[config.mk]
export PLATFORM = sky130hd
export DESIGN_NAME = stack_alu_flat
export DESIGN_NICKNAME = d
export VERILOG_FILES = /design/src/rtl/stack_alu_if.sv /design/src/rtl/stack_alu.sv /design/src/flat_wrapper.sv
export SDC_FILE = /design/constraint.sdc
export NUM_CORES = 1
export LEC_CHECK = 0
export ABC_AREA = 0
export ABC_CLOCK_PERIOD_IN_PS = 4590
export CORE_MARGIN = 5
export CORE_UTILIZATION = 53
export DETAILED_ROUTE_END_ITERATION = 8
export GPL_TIMING_DRIVEN = 1
export PLACE_DENSITY = 0.94
export SETUP_SLACK_MARGIN = 0.2
export SKIP_CTS_REPAIR_TIMING = 1
export SLEW_MARGIN = 25
export SYNTH_ARGS = -nofsm -noshare
export SYNTH_HDL_FRONTEND = slang
export SYNTH_SLANG_ARGS = --single-unit
[constraint.sdc]
create_clock -name i_clk -period 4.59 [get_ports i_clk]
set_input_delay 0.6885 -clock i_clk [delete_from_list [all_inputs] [get_ports i_clk]]
set_output_delay 0.6885 -clock i_clk [all_outputs]
set_load 0.01 [all_outputs]
[src/rtl/stack_alu_if.sv]
// Command and LIFO port bundle for stack_alu.
// master: the command source and LIFO side; slave: the ALU.
interface stack_alu_if #(
    parameter int WIDTH = 8
);
    logic             i_valid;
    logic             o_ready;
    logic [3:0]       i_op;
    logic [WIDTH-1:0] i_imm;
    logic [WIDTH-1:0] i_s0;
    logic [WIDTH-1:0] i_s1;
    logic [WIDTH-1:0] o_data;
    logic             o_push;
    logic             o_pop;
    logic [3:0]       o_depth;
    logic [2:0]       o_err;
    logic             i_clr_err;

    modport master (
        output i_valid, i_op, i_imm, i_s0, i_s1, i_clr_err,
        input  o_ready, o_data, o_push, o_pop, o_depth, o_err
    );

    modport slave (
        input  i_valid, i_op, i_imm, i_s0, i_s1, i_clr_err,
        output o_ready, o_data, o_push, o_pop, o_depth, o_err
    );
endinterface

[src/rtl/stack_alu.sv]
// Stack ALU sequencing an external LIFO with zero-latency push/pop commands.
// Define STACK_ALU_SWAP_EN to enable SWAP (opcode 4); otherwise it is illegal.
module stack_alu #(
    parameter int WIDTH = 8,
    parameter int DEPTH = 8
) (
    input logic     i_clk,
    input logic     i_rst_n,
    stack_alu_if.slave bus
);
    localparam logic [3:0] DMAX = 4'(DEPTH);

    localparam logic [3:0] OP_NOP  = 4'd0;
    localparam logic [3:0] OP_PUSH = 4'd1;
    localparam logic [3:0] OP_DROP = 4'd2;
    localparam logic [3:0] OP_DUP  = 4'd3;
    localparam logic [3:0] OP_SWAP = 4'd4;
    localparam logic [3:0] OP_ADD  = 4'd5;
    localparam logic [3:0] OP_SUB  = 4'd6;
    localparam logic [3:0] OP_AND  = 4'd7;
    localparam logic [3:0] OP_OR   = 4'd8;
    localparam logic [3:0] OP_XOR  = 4'd9;

`ifdef STACK_ALU_SWAP_EN
    typedef enum logic [1:0] {IDLE, BIN2, SW2, SW3} state_t;
`else
    typedef enum logic [1:0] {IDLE, BIN2} state_t;
`endif

    state_t           state, state_n;
    logic [3:0]       depth, depth_n;
    logic [2:0]       err, err_n;
    logic [WIDTH-1:0] tmp, tmp_n;
    logic [WIDTH-1:0] res;
    logic [WIDTH-1:0] data;
    logic             push, pop;
    logic             e_ill, e_ovf, e_unf;
    logic             is_nop, is_push, is_drop, is_dup;
    logic             is_bin, is_swap;
`ifdef STACK_ALU_SWAP_EN
    logic [WIDTH-1:0] tmp2, tmp2_n;
`endif

    assign is_nop  = bus.i_op == OP_NOP;
    assign is_push = bus.i_op == OP_PUSH;
    assign is_drop = bus.i_op == OP_DROP;
    assign is_dup  = bus.i_op == OP_DUP;
    assign is_bin  = bus.i_op >= OP_ADD && bus.i_op <= OP_XOR;
`ifdef STACK_ALU_SWAP_EN
    assign is_swap = bus.i_op == OP_SWAP;
`else
    assign is_swap = 1'b0;
`endif

    always_comb begin
        res = '0;
        case (bus.i_op)
            OP_ADD:  res = bus.i_s1 + bus.i_s0;
            OP_SUB:  res = bus.i_s1 - bus.i_s0;
            OP_AND:  res = bus.i_s1 & bus.i_s0;
            OP_OR:   res = bus.i_s1 | bus.i_s0;
            OP_XOR:  res = bus.i_s1 ^ bus.i_s0;
            default: res = '0;
        endcase
    end

    always_comb begin
        state_n = state;
        depth_n = depth;
        tmp_n   = tmp;
`ifdef STACK_ALU_SWAP_EN
        tmp2_n  = tmp2;
`endif
        push    = 1'b0;
        pop     = 1'b0;
        data    = tmp;
        e_ill   = 1'b0;
        e_ovf   = 1'b0;
        e_unf   = 1'b0;
        unique case (state)
            IDLE: if (bus.i_valid) begin
                unique case (1'b1)
                    is_nop: ;
                    is_push: begin
                        if (depth < DMAX) begin
                            push    = 1'b1;
                            data    = bus.i_imm;
                            depth_n = depth + 4'd1;
                        end else e_ovf = 1'b1;
                    end
                    is_dup: begin
                        if (depth == 4'd0) e_unf = 1'b1;
                        else if (depth >= DMAX) e_ovf = 1'b1;
                        else begin
                            push    = 1'b1;
                            data    = bus.i_s0;
                            depth_n = depth + 4'd1;
                        end
                    end
                    is_drop: begin
                        if (depth >= 4'd1) begin
                            pop     = 1'b1;
                            depth_n = depth - 4'd1;
                        end else e_unf = 1'b1;
                    end
                    // Result parks in tmp while s0 is popped to expose s1.
                    is_bin: begin
                        if (depth >= 4'd2) begin
                            tmp_n   = res;
                            pop     = 1'b1;
                            state_n = BIN2;
                        end else e_unf = 1'b1;
                    end
`ifdef STACK_ALU_SWAP_EN
                    is_swap: begin
                        if (depth >= 4'd2) begin
                            tmp_n   = bus.i_s0;
                            pop     = 1'b1;
                            state_n = SW2;
                        end else e_unf = 1'b1;
                    end
`endif
                    default: e_ill = 1'b1;
                endcase
            end
            BIN2: begin
                push    = 1'b1;
                pop     = 1'b1;
                data    = tmp;
                depth_n = depth - 4'd1;
                state_n = IDLE;
            end
`ifdef STACK_ALU_SWAP_EN
            SW2: begin
                tmp2_n  = bus.i_s0;
                push    = 1'b1;
                pop     = 1'b1;
                data    = tmp;
                state_n = SW3;
            end
            SW3: begin
                push    = 1'b1;
                data    = tmp2;
                state_n = IDLE;
            end
`endif
            default: state_n = IDLE;
        endcase
    end

    // A fresh error in the same cycle as a clear must survive it.
    assign err_n = (bus.i_clr_err ? 3'b000 : err)
                 | {e_ill, e_ovf, e_unf};

    always_ff @(posedge i_clk or negedge i_rst_n) begin
        if (!i_rst_n) begin
            state <= IDLE;
            depth <= 4'd0;
            err   <= 3'b000;
            tmp   <= '0;
`ifdef STACK_ALU_SWAP_EN
            tmp2  <= '0;
`endif
        end else begin
            state <= state_n;
            depth <= depth_n;
            err   <= err_n;
            tmp   <= tmp_n;
`ifdef STACK_ALU_SWAP_EN
            tmp2  <= tmp2_n;
`endif
        end
    end

    assign bus.o_ready = state == IDLE;
    assign bus.o_push  = push & i_rst_n;
    assign bus.o_pop   = pop & i_rst_n;
    assign bus.o_data  = data;
    assign bus.o_depth = depth;
    assign bus.o_err   = err;
endmodule

[src/flat_wrapper.sv]
// flat-port wrapper written by rule: the top's interface ports become plain ports
module stack_alu_flat 
#(
    parameter int WIDTH = 8,
    parameter int DEPTH = 8
)
  (i_clk, i_rst_n, bus_i_valid, bus_i_op, bus_i_imm, bus_i_s0, bus_i_s1, bus_i_clr_err, bus_o_ready, bus_o_data, bus_o_push, bus_o_pop, bus_o_depth, bus_o_err);
  stack_alu_if #(.WIDTH(WIDTH)) bus_i ();
  input logic i_clk;
  input logic i_rst_n;
  input wire logic [$bits(bus_i.i_valid)-1:0] bus_i_valid;
  input wire logic [$bits(bus_i.i_op)-1:0] bus_i_op;
  input wire logic [$bits(bus_i.i_imm)-1:0] bus_i_imm;
  input wire logic [$bits(bus_i.i_s0)-1:0] bus_i_s0;
  input wire logic [$bits(bus_i.i_s1)-1:0] bus_i_s1;
  input wire logic [$bits(bus_i.i_clr_err)-1:0] bus_i_clr_err;
  output wire logic [$bits(bus_i.o_ready)-1:0] bus_o_ready;
  output wire logic [$bits(bus_i.o_data)-1:0] bus_o_data;
  output wire logic [$bits(bus_i.o_push)-1:0] bus_o_push;
  output wire logic [$bits(bus_i.o_pop)-1:0] bus_o_pop;
  output wire logic [$bits(bus_i.o_depth)-1:0] bus_o_depth;
  output wire logic [$bits(bus_i.o_err)-1:0] bus_o_err;
  assign bus_i.i_valid = bus_i_valid;
  assign bus_i.i_op = bus_i_op;
  assign bus_i.i_imm = bus_i_imm;
  assign bus_i.i_s0 = bus_i_s0;
  assign bus_i.i_s1 = bus_i_s1;
  assign bus_i.i_clr_err = bus_i_clr_err;
  assign bus_o_ready = bus_i.o_ready;
  assign bus_o_data = bus_i.o_data;
  assign bus_o_push = bus_i.o_push;
  assign bus_o_pop = bus_i.o_pop;
  assign bus_o_depth = bus_i.o_depth;
  assign bus_o_err = bus_i.o_err;
  stack_alu #(.WIDTH(WIDTH), .DEPTH(DEPTH)) u_core (.i_clk(i_clk), .i_rst_n(i_rst_n), .bus(bus_i));
endmodule
== After elaboration in Yosys (flattened, before gate mapping) ==
Cells that the tools add are included.

* Register bits after elaboration: 17
* Input port bits: 32
* Output and inout bits: 18
* Word-level logic and storage cells: 91

* $add $sub $neg: 4
* Order comparisons: 6
* Equality and inequality tests: 17
* Multiplexer cells: 45
* Bitwise gates (word level): 6
* Reduce and logical (&&, ||, !) cells: 9

{| class="wikitable"
|+ Operators with widths
! cell !! count
|-
| two-way mux 8 bit || 5
|-
| case mux 8 bit (5 select lines) || 1
|-
| two-way mux 1 bit || 20
|-
| two-way mux 4 bit || 5
|-
| case mux 8 bit (2 select lines) || 1
|-
| == test 4 x 3 -> 1 bit (second input constant) || 3
|-
| inequality test 3 bit (second input constant) || 4
|-
| case mux 4 bit (3 select lines) || 1
|-
| case mux 1 bit (2 select lines) || 5
|-
| adder 8 bit || 1
|-
| bitwise AND 8 bit || 1
|-
| == test 4 x 2 -> 1 bit (second input constant) || 2
|-
| == test 4 bit (second input constant) || 2
|-
| logical NOT 4 bit || 2
|-
| two-way mux 2 bit || 4
|-
| bitwise OR 8 bit || 1
|-
| case mux 4 bit (2 select lines) || 1
|-
| subtractor 8 bit || 1
|-
| bitwise XOR 8 bit || 1
|-
| AND reduction 7 bit || 1
|-
| OR reduction 5 bit || 1
|-
| adder 4 x 1 -> 4 bit (second input constant) || 1
|-
| == test 4 x 1 -> 1 bit (second input constant) || 1
|-
| >= comparator 4 x 1 -> 1 bit (second input constant) || 1
|-
| 19 further kinds || 21
|}

== Logic depth before layout (Yosys ltp) ==
Gate-level depths: netlist (run 1).

* Depth after elaboration: 7
* Gate-level depth with buffers: 12
* Gate-level depth less buffers: 12

== Worst setup path before layout (run 1) ==
OpenSTA, ideal clock, no wires.

* Path type: in2reg
* From: input bus_i_op[1]
* To: register u_core.tmp[6]
* Setup time: 0.083 ns
* Data arrival time: 2.629 ns
* Required time: 4.507 ns
* Path slack: 1.878 ns
* Stages: 11
* Buffers on the path: 2
* Cell sequence: buf_2 and4bb_1 buf_6 mux2_2 fa_1 nor2b_1 nor3_1 o21bai_1 a21oi_1 xor2_1 o21ai_0

* Longest elaborated chain between the ends: 3
* Elaborated cells on any way between the ends: 10
* Those cells by class: order compare: 2; eq/ne: 5; mux: 1; reduce/logical: 2

{| class="wikitable"
|+ RTL lines
! what !! RTL line !! RTL
|-
| from (decl) || flat_wrapper.sv:12 || <nowiki>input wire logic [$bits(bus_i.i_op)-1:0] bus_i_op;</nowiki>
|-
| >= comparator 4 x 3 -> 1 bit or <= comparator 4 bit (tied branches) || stack_alu.sv:48 || <nowiki>assign is_bin = bus.i_op >= OP_ADD && bus.i_op <= OP_XOR;</nowiki>
|-
| logical AND 1 bit || stack_alu.sv:48 ||
|-
| AND reduction 4 bit (no source line) || n/a ||
|-
| to (signal assigned) || stack_alu.sv:168 || <nowiki>tmp <= tmp_n;</nowiki>
|-
| to (decl) || stack_alu.sv:33 || <nowiki>logic [WIDTH-1:0] tmp, tmp_n;</nowiki>
|}

Parallel ways exist; a longest one is shown, timed or not.
A chain may end at the register's enable or synchronous reset.

== Worst setup path in the final report (run 1) ==
* From: input bus_i_op[3]
* To: output bus_o_data[3]

* Longest elaborated chain between the ends: 4
* Elaborated cells on any way between the ends: 5
* Those cells by class: eq/ne: 2; mux: 3

{| class="wikitable"
|+ RTL lines
! what !! RTL line !! RTL
|-
| == test 4 x 2 -> 1 bit or == test 4 x 1 -> 1 bit (tied branches) || stack_alu.sv:47, stack_alu.sv:45 ||
|-
| case mux 8 bit (2 select lines) (*) || stack_alu.sv:82 || <nowiki>unique case (1'b1)</nowiki>
|-
| two-way mux 8 bit (*) || stack_alu.sv:81 || <nowiki>IDLE: if (bus.i_valid) begin</nowiki>
|-
| two-way mux 8 bit (*) || stack_alu.sv:80 || <nowiki>unique case (state)</nowiki>
|-
| to (decl) || flat_wrapper.sv:18 || <nowiki>output wire logic [$bits(bus_i.o_data)-1:0] bus_o_data;</nowiki>
|}

Every way passes the cells marked *; elsewhere a longest branch is shown, timed or not.

==> results of run 1 <==
worst max-delay path, cell delays in order:
cell             delay [ps]
clkdlybuf4s50_1         530
nor2_1                  230
nand3b_1                140
nor2_1                  430
a22oi_1                 180
o21ai_0                 220
clkdlybuf4s50_1         580
routing by layer:
metal / share of wire / wire length (µm) / vias to the layer above / global-route usage
met5: 0 / 0 / - / 0
met4: 0.011 / 56 / 0 / 0.0511
met3: 0.077 / 389 / 5 / 0.0275
met2: 0.48 / 2390 / 99 / 0.380
met1: 0.43 / 2180 / 892 / 0.271
li1: - / - / 926 / -
cell usage after synthesis, types with 3 or more instances:
cell,instances
ha_1,28
inv_1,23
nand2_1,22
nor2_1,22
o21ai_0,18
dfrtp_1,16
a21oi_1,14
xnor2_1,12
a22oi_1,10
a221oi_1,5
nor3_1,5
a31oi_1,4
xor2_1,4
clkbuf_1,3
nand2b_1,3
nand3_1,3
nand3b_1,3
nor2b_1,3
where the power goes:
part	internal (W)	leakage [nW]	switching [W]
combinational	0.000230	0.839	0.000213
sequential	0.000193	0.195	0.0000650
clock	0.0000485	0.0210	0.0000489
total	0.000471	1.06	0.000327
state kept, by name (all words and copies together) (netlist names):
register,cells
u_core.tmp,8
u_core.bus.o_depth,4
u_core.bus.o_err,3
u_core.state,1
layout make-up:
class                           count  area [µm²]  area share
Timing Repair Buffer               49         490       0.202
Multi-Input combinational cell    188        1360       0.560
Tap cell                           46        57.6      0.0237
Clock buffer                        4        36.3      0.0149
Inverter                           23        86.3      0.0355
Sequential cell                    16         400       0.165
worst max-delay path by stage:
stage / from / end / slack [ps] / depth (start not counted)
after floorplan: bus_i_op[1] / u_core.tmp[6] / 1880 / 11
after global placement: bus_i_op[3] / bus_o_data[0] / 970 / 7
after detailed placement: bus_i_op[3] / bus_o_data[3] / 900 / 7
after CTS: bus_i_op[3] / bus_o_data[3] / 910 / 7
after global routing: bus_i_op[3] / bus_o_data[2] / 660 / 7
final: bus_i_op[3] / bus_o_data[3] / 900 / 7
metrics by stage:
stage                     setup WS (ps)  instances  instance area (µm²)
after floorplan                    1880        234                 1890
after global placement              966        322                 2400
after detailed placement            904        322                 2400
after CTS                           907        326                 2430
after global routing                660        326                 2430
final                               904        326                 2430
cells by family after synthesis:
group,after synthesis,synth area share
adder cells (fa/ha/maj),29,0.196
AND/OR/NAND/NOR,73,0.192
XOR/XNOR,16,0.0740
AO/OA/AOI/OAI,68,0.246
multiplexers,2,0.0112
buffers and inverters,30,0.0700
flip-flops,16,0.211
==> results.cfg, run 1 <==
[critical_path]
r2r_cells = 8
cp.required_ps = 3900
crit_arrival_ps = 3000
r2r_start = u_core.bus.o_depth[1]
r2r_slack_ps = 2520
worstReg2RegEnd = u_core.bus.o_depth[3]
cp-end-kind = primary output
criticalPathCategory = in -> out
crit_path_start_kind = input pin
cp_max_fo = 8

[floorplanning]
die_h_um = 69.8
core_area_um2 = 3390
die-area_um2 = 4870
io_pins = 50
start_util = 0.559
row_count = 21
chipWidth_um = 69.8

[logic_synthesis]
synth.distinct_cells = 49
synth_area_leaders = dfrtp_1 21%, ha_1 18%, xnor2_1 5.5%, o21ai_0 4.8%, inv_1 4.6%
syn-num-nets = 295
synth_top_area_cell = dfrtp_1
syn_inst = 234
ys_warn_count = 0
synth_area_um2 = 1890
ys_seq_area_frac = 0.211
syn_avg_cell_area_um2 = 8.10
ys_async_sr_fraction = 1.00
synth-edff-count = 0
synth_top_area_frac = 0.211
ys_seq_elements = 16
synth_flop_cell = dfrtp_1

[power_and_ir_drop]
p_leak_nw = 1.06
power_density_nw_per_um2 = 328
p_total_w = 0.000799
vdd_drop_max_v = 0.000153

[timing]
rsz0062_at_grt = false
holdWs_ps = 535
fin_skew_ps = 9.60
slew_violations = 0
period_minus_slack_ps = 3690
period_share = 0.803
tns_ps = 0
max-slew-margin-rel = 0.498
finalHoldViolCount = 0
worst_slew_pin_slew_ps = 751
timing.fmax_ghz = 0.271
finalSetupViolCount = 0

[clock_tree]
htree_levels = 1
cts_tree = yes
cts_max_path_buffers = 2
clk-insertion-delay-late_ps = 300
path_clk_slew_ps = 90
cts_sinks = 16
cts_root_buf = clkbuf_4
cts_buffers = 3

[global_route]
grt_first_pass_wirelength_mm = 8.81
gr-total-overflow = 0
antenna_found_initial = 0
grt_max_degree = 19
grtUsageTotal = 0.214
grt_pass1_vias = 1945

[final_layout]
fillers = 246
area_growth_syn_to_layout_pct = 28.4
final_cell_mix = 49 x clkdlybuf4s50_1, 28 x ha_1, 23 x inv_1
num-nets-final = 342
final_core_util = 0.718
layout_commonest_cell = clkdlybuf4s50_1
layout-drive-gt1-share = 0.0393
num_antenna_cells = 0

[worst_hold_path]
hold_path_depth = 2
hold_start = u_core.tmp[7]
min_to = u_core.tmp[7]
hold_path_class = reg -> reg

[outcome]
run_status = finished, final reports clean

[route]
wirelength_mm = 5.02
num_vias = 1922
vias_per_cell = 5.90
drt-initial-drc-count = 235
drc = 0
ant_nets = 0
routedWlPerCell_um = 15.4
drt_first_pass_iters = 4

[placed_design]
portBuffers = 49
dp_hpwl_mm = 4.10
gp_congestion = 0.910

[job]
maxCapViolations = 0
Note: power is estimated with default switching activity, not from simulation.
==> inputs of run 2 (changes only) <==
--- a/config.mk
+++ b/config.mk
@@ -6,12 +6,12 @@
 export NUM_CORES = 1
 export LEC_CHECK = 0
 export ABC_AREA = 0
-export ABC_CLOCK_PERIOD_IN_PS = 4590
+export ABC_CLOCK_PERIOD_IN_PS = 3400
 export CORE_MARGIN = 5
-export CORE_UTILIZATION = 53
+export CORE_UTILIZATION = 49
 export DETAILED_ROUTE_END_ITERATION = 8
 export GPL_TIMING_DRIVEN = 1
-export PLACE_DENSITY = 0.94
+export PLACE_DENSITY = 0.89
 export SETUP_SLACK_MARGIN = 0.2
 export SKIP_CTS_REPAIR_TIMING = 1
 export SLEW_MARGIN = 25
==> constraint.sdc (replaced) <==
create_clock -name i_clk -period 3.4 [get_ports i_clk]
set_input_delay 0.51 -clock i_clk [delete_from_list [all_inputs] [get_ports i_clk]]
set_output_delay 0.51 -clock i_clk [all_outputs]
set_load 0.01 [all_outputs]
==> run 2 against run 1 <==
  * Combinational power rose by 39%
  * Via count is 2.1% higher
  * Register-to-register slack worse by 1200 ps
  * Total power increased by 41%
  * Utilization down 3.7 points
  * Final cell count up 3.1%
  * Critical path depth grew 1
  * Cell area grew 4.0%
  * Highest routed layer unchanged
==> results.cfg, run 2 (same netlist as run 1, synthesis figures left out) <==
[critical_path]
cp_max_fo = 8
critical-path-slowest-cell = clkdlybuf4s50_1
crit_path_start_kind = input pin
path_cells = clkdlybuf4s50_1 -> nor2_2 -> nand3b_1 -> a21oi_1 -> nand3_2 -> nand2_1 -> o21ai_0 -> clkdlybuf4s50_1
worst_path_most_repeated_cell = clkdlybuf4s50_1
crit_arrival_ps = 2520
cp-end-kind = primary output
cp.required_ps = 2890
cpPeakStageDelay_ps = 530
criticalPathCategory = in -> out

[timing]
tns_ps = 0
holdWs_ps = 489
rsz0062_at_grt = false
slew_violations = 0
finalSetupViolCount = 0
finalHoldViolCount = 0
period_minus_slack_ps = 3030
worst_slew_pin_slew_ps = 617
max-slew-margin-rel = 0.587
period_share = 0.892
fin_skew_ps = 0.674
setup_slack_ps = 366
timing.fmax_ghz = 0.330

[floorplanning]
start_util = 0.510
die-area_um2 = 5210
row_count = 22
core_area_um2 = 3720
die_h_um = 72.2
io_pins = 50
chipWidth_um = 72.2

[clock_tree]
clk-insertion-delay-late_ps = 240
htree_levels = 1
cts_buffers = 3
cts_tree = yes
cts_max_path_buffers = 2
cts_root_buf = clkbuf_8
cts_sinks = 16
path_clk_slew_ps = 60

[final_layout]
instances_no_fill = 336
final_cell_mix = 49 x clkdlybuf4s50_1, 28 x ha_1, 23 x inv_1
area_growth_syn_to_layout_pct = 33.6
num_antenna_cells = 0
design_area_um2 = 2530
num-nets-final = 350
layout-drive-gt1-share = 0.0833
largest_register_ffs = 8
regMostFlops = u_core.tmp
layout_commonest_cell = clkdlybuf4s50_1

[placed_design]
dp.cells = 332
dp_hpwl_mm = 4.33
postPlaceCellArea_um2 = 2460
post-place-ws_ps = 33.7
portBuffers = 49
gp_congestion = 0.854

[route]
num_vias = 1963
drt-initial-drc-count = 208
wirelength_mm = 5.35
drt_first_pass_iters = 4
drc = 0
ant_nets = 0
vias_per_cell = 5.84
routedWlPerCell_um = 15.9

[global_route]
grt_pass1_vias = 1972
use_met1 = 0.265
grt_max_degree = 18
grt_busiest_layer = met2
antenna_found_initial = 0
met3_usage = 0.0374
grt_first_pass_wirelength_mm = 9.00
grtUsageTotal = 0.212
gr-total-overflow = 0
gr-usage-met2 = 0.366

[outcome]
run_status = finished, final reports clean

[worst_hold_path]
hold_path_class = in -> async

[power_and_ir_drop]
vdd_drop_max_v = 0.000185
power_density_nw_per_um2 = 446
p_leak_nw = 1.10

[job]
maxCapViolations = 0
[run 2: cell types whose count changed in the layout (fill, tap and decap cells not counted), sizes merged]
cell and delta:
buf +8
[run 2: path summary, 6_finish.rpt]
kind	startpoint	to	slack, ps	cells after the start
worst max-delay path	bus_i_op[2]	bus_o_data[0]	370	8
worst min-delay path	i_rst_n	u_core.bus.o_depth[3]	490	1
min in group i_clk	u_core.tmp[6]	u_core.tmp[6]	510	2
max in group asynchronous	i_rst_n	u_core.bus.o_err[1]	2470	2
worst min register to register	u_core.tmp[6]	u_core.tmp[6]	510	2
worst max register to register	u_core.bus.o_depth[1]	u_core.bus.o_depth[3]	1280	8
[run 2: worst max-delay path, delay by kind of cell]
family,cells,cell delay (ps)
and+or+nand+nor,4,640
AOI/OAI and AO/OA,2,330
buffers and inverters,2,1030
[run 2: through the flow]
step | total power [W] | util
2_1_floorplan | 0.000664 | -
3_3_place_gp | 0.000922 | 0.662
3_5_place_dp | 0.000947 | 0.662
4_1_cts | 0.00112 | 0.676
5_1_grt | 0.00121 | 0.681
6_report | 0.00113 | 0.681
[run 2: report_power, final]
part           leakage, nW  internal (W)  total [W]  switching (W)
logic                0.879      0.000319   0.000616       0.000297
registers            0.195      0.000261   0.000347      0.0000864
clock network       0.0288      0.000103   0.000166      0.0000631
total                 1.10      0.000682    0.00113       0.000446
[run 2: final cells by class]
cell class                      count  area [µm²]
Clock buffer                        4        55.1
Inverter                           23        86.3
Multi-Input combinational cell    188        1380
Timing Repair Buffer               57         551
Tap cell                           48        60.1
Sequential cell                    16         400
Fill cell                         308        1190
[run 2: per-layer routing]
metal	vias up	routed length, µm
li1	943	-
met1	925	2220
met2	85	2630
met3	10	395
met4	0	104
met5	-	0
